File: config.mk
export PLATFORM = sky130hd
export DESIGN_NAME = hnm_access_scheduler
export DESIGN_NICKNAME = d
export VERILOG_FILES = /design/src/rtl/hnm_access_scheduler.sv
export SDC_FILE = /design/constraint.sdc
export NUM_CORES = 1
export LEC_CHECK = 0
export CORE_MARGIN = 3
export CORE_UTILIZATION = 33
export CTS_BUF_LIST = sky130_fd_sc_hd__clkbuf_2
export DETAILED_ROUTE_END_ITERATION = 8
export HOLD_SLACK_MARGIN = 0.12
export PLACE_DENSITY = 0.63
export SKIP_LAST_GASP = 1
export SYNTH_ARGS = -nofsm -noshare
export SYNTH_HDL_FRONTEND = slang
export SYNTH_SLANG_ARGS = --single-unit
File: constraint.sdc
create_clock -name clk -period 2.9 [get_ports clk]
set_clock_uncertainty 0.2 [all_clocks]
set_input_delay 0.435 -clock clk [delete_from_list [all_inputs] [get_ports clk]]
set_output_delay 0.435 -clock clk [all_outputs]
set_load 0.01 [all_outputs]
File: src/rtl/hnm_access_scheduler.sv
// Hit-map BRAM access scheduler: arbitrates SSID marks and queries, performs the
// read-modify-write for marks and owns the full-memory clear sweep.
//
// state  | meaning
// CLEAR  | writing zero to one row per cycle, rows ascending
// DRAIN  | letting the last sweep writes settle before serving requests
// IDLE   | ready to accept one mark or one query
// ISSUE  | port-B read of the latched row is on the bus
// WAIT   | remaining BRAM read latency
// UPDATE | read data valid: report the hit or write back the set bit
module hnm_access_scheduler #(
   parameter int ROW_BITS = 7,
   parameter int COL_BITS = 5,
   parameter int BRAM_LAT = 2,
   localparam int SSID_BITS = ROW_BITS + COL_BITS,
   localparam int ROW_W = 2 ** COL_BITS
) (
   input  logic                 clk,
   input  logic                 reset,
   input  logic                 clear_req,
   input  logic                 wr_valid,
   input  logic [SSID_BITS-1:0] wr_ssid,
   output logic                 wr_ready,
   input  logic                 rd_valid,
   input  logic [SSID_BITS-1:0] rd_ssid,
   output logic                 rd_ready,
   output logic                 hit_valid,
   output logic                 hit,
   output logic                 busy,
   output logic                 bram_we,
   output logic [ROW_BITS-1:0]  bram_waddr,
   output logic [ROW_W-1:0]     bram_wdata,
   output logic                 bram_re,
   output logic [ROW_BITS-1:0]  bram_raddr,
   input  logic [ROW_W-1:0]     bram_rdata
);

   localparam int CNT_W = $clog2(BRAM_LAT + 2);
   localparam int DRAIN_INIT = BRAM_LAT + 1;
   localparam int WAIT_INIT = (BRAM_LAT > 1) ? BRAM_LAT - 2 : 0;

   typedef enum logic [2:0] {CLEAR, DRAIN, IDLE, ISSUE, WAIT, UPDATE} state_t;

   state_t              state;
   logic [ROW_BITS-1:0] rowCnt;
   logic [ROW_BITS-1:0] rowQ;
   logic [COL_BITS-1:0] colQ;
   logic                isMarkQ;
   logic                lastWasWr;
   logic [CNT_W-1:0]    cnt;
   logic                bitSet;

   // Contested requests go to the side that was not granted last time.
   always_comb begin
      wr_ready = 1'b0;
      rd_ready = 1'b0;
      if (state == IDLE && !clear_req) begin
         wr_ready = wr_valid && (!rd_valid || !lastWasWr);
         rd_ready = rd_valid && (!wr_valid || lastWasWr);
      end
   end

   assign bitSet = bram_rdata[colQ];

   always_ff @(posedge clk) begin
      if (reset) begin
         state      <= CLEAR;
         rowCnt     <= '0;
         rowQ       <= '0;
         colQ       <= '0;
         isMarkQ    <= 1'b0;
         lastWasWr  <= 1'b0;
         cnt        <= '0;
         busy       <= 1'b1;
         hit_valid  <= 1'b0;
         hit        <= 1'b0;
         bram_we    <= 1'b0;
         bram_waddr <= '0;
         bram_wdata <= '0;
         bram_re    <= 1'b0;
         bram_raddr <= '0;
      end else begin
         bram_we   <= 1'b0;
         bram_re   <= 1'b0;
         hit_valid <= 1'b0;
         unique case (state)
            CLEAR: begin
               bram_we    <= 1'b1;
               bram_waddr <= rowCnt;
               bram_wdata <= '0;
               if (rowCnt == '1) begin
                  rowCnt <= '0;
                  cnt    <= CNT_W'(DRAIN_INIT);
                  state  <= DRAIN;
               end else begin
                  rowCnt <= rowCnt + 1'b1;
               end
            end
            DRAIN: begin
               if (cnt == '0) begin
                  busy  <= 1'b0;
                  state <= IDLE;
               end else begin
                  cnt <= cnt - 1'b1;
               end
            end
            IDLE: begin
               if (clear_req) begin
                  busy   <= 1'b1;
                  rowCnt <= '0;
                  state  <= CLEAR;
               end else if (wr_valid && wr_ready) begin
                  isMarkQ    <= 1'b1;
                  lastWasWr  <= 1'b1;
                  rowQ       <= wr_ssid[SSID_BITS-1:COL_BITS];
                  colQ       <= wr_ssid[COL_BITS-1:0];
                  bram_re    <= 1'b1;
                  bram_raddr <= wr_ssid[SSID_BITS-1:COL_BITS];
                  state      <= ISSUE;
               end else if (rd_valid && rd_ready) begin
                  isMarkQ    <= 1'b0;
                  lastWasWr  <= 1'b0;
                  rowQ       <= rd_ssid[SSID_BITS-1:COL_BITS];
                  colQ       <= rd_ssid[COL_BITS-1:0];
                  bram_re    <= 1'b1;
                  bram_raddr <= rd_ssid[SSID_BITS-1:COL_BITS];
                  state      <= ISSUE;
               end
            end
            ISSUE: begin
               cnt   <= CNT_W'(WAIT_INIT);
               state <= (BRAM_LAT > 1) ? WAIT : UPDATE;
            end
            WAIT: begin
               if (cnt == '0) begin
                  state <= UPDATE;
               end else begin
                  cnt <= cnt - 1'b1;
               end
            end
            UPDATE: begin
               // An already-set bit needs no write-back.
               if (isMarkQ) begin
                  if (!bitSet) begin
                     bram_we    <= 1'b1;
                     bram_waddr <= rowQ;
                     bram_wdata <= bram_rdata | (ROW_W'(1) << colQ);
                  end
               end else begin
                  hit_valid <= 1'b1;
                  hit       <= bitSet;
               end
               state <= IDLE;
            end
            default: state <= CLEAR;
         endcase
      end
   end

endmodule

==> reports/results.tsv <==
stage	metric	value	unit
outcome	status	completed	
route	vias	3653	
grt	grt_max_degree	33	
power_and_ir_drop	p_per_area	417	mW/mm^2
timing	slew_headroom	49.4	%
route	viasPerCell	5.40	
run	max-cap-violations	0	
route	drc	0	
setup_path	r2r-end	bram_wdata[1]	
power_and_ir_drop	leakagePower	0.00185	uW
synth	yosys_warnings	0	
floorplanning	die_w	111	um
grt	grt_pass1_wl	18.1	mm
min_path	min_from	cnt[1]	
timing	slew_viol_final	0	
clocking	clk_pin_slew	220	ps
setup_path	crit_chain	nor4_2 -> buf_4 -> nand2_1 -> a21oi_1 -> clkdlybuf4s50_1	
setup_path	crit_slowest_cell	clkdlybuf4s50_1	
clocking	cts_htree_levels	3	
layout	layout_commonest_cell	clkdlybuf4s50_1	
setup_path	path_buf_inv	2	
timing	finalSetupViolCount	0	
timing	timing.hold.ws	267	ps
clocking	clock_latency	530	ps
timing	fmax	365	MHz
synth	syn_inst	429	
layout	most-common-layout-cells	clkdlybuf4s50_1 (112), dfxtp_1 (67), nand2_1 (45)	
layout	syn_to_final_growth	39.4	%
setup_path	crit_path_end_kind	primary output	
floorplanning	start_util	34.6	%
place	dp_hpwl	8.23	mm
clocking	cts_buffer_depth	2	
setup_path	r2r-start	colQ[1]	
synth	synth_edf_count	0	
grt	gr-total-overflow	0	
floorplanning	core_area	0.0106	mm^2
floorplanning	die_h	111	um
setup_path	start_kind	flip-flop	
timing	period_share	94.5	%
synth	yosysSeqAreaShare	37.9	%
min_path	hold_depth	2	
setup_path	critical_path.top_delay_family	buffers and inverters	
timing	worst_slew_pin_slew	757	ps
layout	nets	599	
power_and_ir_drop	p_switching	571	uW
power_and_ir_drop	ir_worst_vdd	203	uV
layout	num_antenna_cells	0	
power_and_ir_drop	p_seq_share	48.1	%
timing	tns	0	ps
power_and_ir_drop	pwr-share-clk	34.2	%
floorplanning	ios	114	
synth	synthesis.area	0.00365	mm^2
synth	synth_nets	492	
timing	rsz0062_at_grt	false	
synth	synth_area_per_cell	8.50	um^2
setup_path	arrival	2110	ps
synth	synth_cell_types	58	
timing	hold_violations	0	
clocking	cts_tree	built	
place	port_buffers	113	
clocking	numCtsBuffers	9	
floorplanning	die_area	0.0124	mm^2
timing	post-route-min-period	2740	ps
route	wl_per_cell	16.3	um
synth	synthFlopType	dfxtp_1	
power_and_ir_drop	p_int	1550	uW
route	ant_nets	0	
synth	async_reset_ff_share	0	%
setup_path	critPathKind	flip-flop to primary output	
setup_path	crit_fanout	8	
clocking	cts_root_buf	clkbuf_2	
grt	grt_antenna_before_repair	0	
min_path	hold_path_end	cnt[1]	
synth	ys_seq_elements	69	
grt	track_usage	17.8	%
clocking	cts_sinks	69	
min_path	hp-class	flip-flop to flip-flop	
setup_path	worst-endpoint-required	2270	ps
layout	drive_gt1_share	9.61	%
clocking	ctsHoldBuffers	0	
setup_path	reg2reg_depth	7	
setup_path	cpPeakStageDelay	560	ps
place	place_congestion	0.913	
setup_path	r2r_setup_slack	220	ps
route	routed_wl	11.0	mm
power_and_ir_drop	p_comb_share	17.6	%
route	drt_iter0_drc	216	
grt	grt_pass1_vias	3493	
floorplanning	rows	37	
route	firstDrtPassIters	5	
power_and_ir_drop	p_sw_share	27.0	%
Yosys cell counts, types with 3 or more instances:
cell	number	area [um^2]
nand2_1	45	169
nor3_1	6	30.0
o21a_1	3	22.5
buf_4	10	75.1
a41oi_1	3	26.3
nand3b_1	3	22.5
nand3_1	22	110
and2_1	5	31.3
nor3b_1	11	82.6
clkbuf_1	13	48.8
buf_6	3	33.8
buf_2	7	35.0
a21oi_1	41	205
o21ai_0	13	65.1
mux4_2	3	67.6
a211oi_1	15	113
inv_1	8	30.0
nor2b_1	5	31.3
a31oi_1	6	37.5
dfxtp_1	69	1380
nor2_1	35	131
o22ai_1	28	175
mux2i_1	32	320
worst register-to-register path, cell delays in order (launching register included):
cell and delay (ps):
dfxtp_1 550, buf_12 210, mux2i_1 100, o2111ai_1 250, nor3b_2 640, a21o_1 210
buf_4 300, o22ai_1 140
worst max-delay path by stage:
stage                     depth (start not counted)            from             to  slack [ps]
after detailed placement                          7  bram_rdata[13]  bram_wdata[1]         -10
after global routing                              5        state[2]       rd_ready          20
after floorplan                                   5        state[2]       wr_ready         550
final                                             5        state[2]       rd_ready         160
after CTS                                         5        state[0]       wr_ready           7
after global placement                            7  bram_rdata[13]  bram_wdata[1]          30
repair_timing:
item	in CTS	in global routing
setup endpoints to repair	2	2
resized for setup	2	5
buffers inserted	0	2
pin swaps	1	0
power groups by stage:
stage	clock network, uW	logic [uW]	registers [uW]
2_1_floorplan	0	195	1040
3_3_place_gp	0	356	1040
3_5_place_dp	0	361	1040
4_1_cts	741	363	1020
5_1_grt	786	419	1030
6_report	725	374	1020
routing by layer:
layer  up-vias  part of all wire [%]  track usage (%)  wire (um)
met5         -                     0                0          0
met4         0                   1.1             4.79        119
met3        13                   6.7             4.42        734
met2       160                    47             29.2       5190
met1      1691                    45             23.2       4960
li1       1789                     -                -          -
cell families (layout without fill, tap and decap cells):
family | Yosys count | after routing | synth area share, %
muxes | 37 | 37 | 11.7
DFF | 69 | 69 | 37.9
adders and majority gates | 2 | 2 | 0.686
and+or+nand+nor | 146 | 146 | 19.6
buffers and inverters | 45 | 157 | 7.24
AOI/OAI and AO/OA | 127 | 127 | 22.2
xor gates and xnor gates | 3 | 3 | 0.720
flip-flops by register name, indices dropped and copies added (netlist names):
register and cells:
bram_we 1, state 3, rowQ 7, rowCnt 7
busy 1, hit_valid 1, bram_waddr 7, cnt 2
hit 1, lastWasWr 1, colQ 5, bram_wdata 32
bram_re 1
metrics by stage:
stage	cells	utilization [%]	setup WS (ps)	total power (uW)	instance area, um^2
floorplan	429	-	550	1230	3650
global placement	659	46.3	32.1	1400	4890
detailed placement	659	46.3	-12.4	1400	4890
CTS	675	47.9	7.06	2130	5050
global route	677	48.2	23.7	2230	5090
finish	677	48.2	158	2120	5090
area by class of cell:
class,instances,area [um^2]
tap,136,170
multi-input combinational,315,2020
fill,1029,5470
clock inverter,7,114
sequential,69,1390
clock buffer,9,45.0
inverter,8,30.0
timing repair buffer,133,1320
Note: power is estimated with default switching activity, not from simulation.
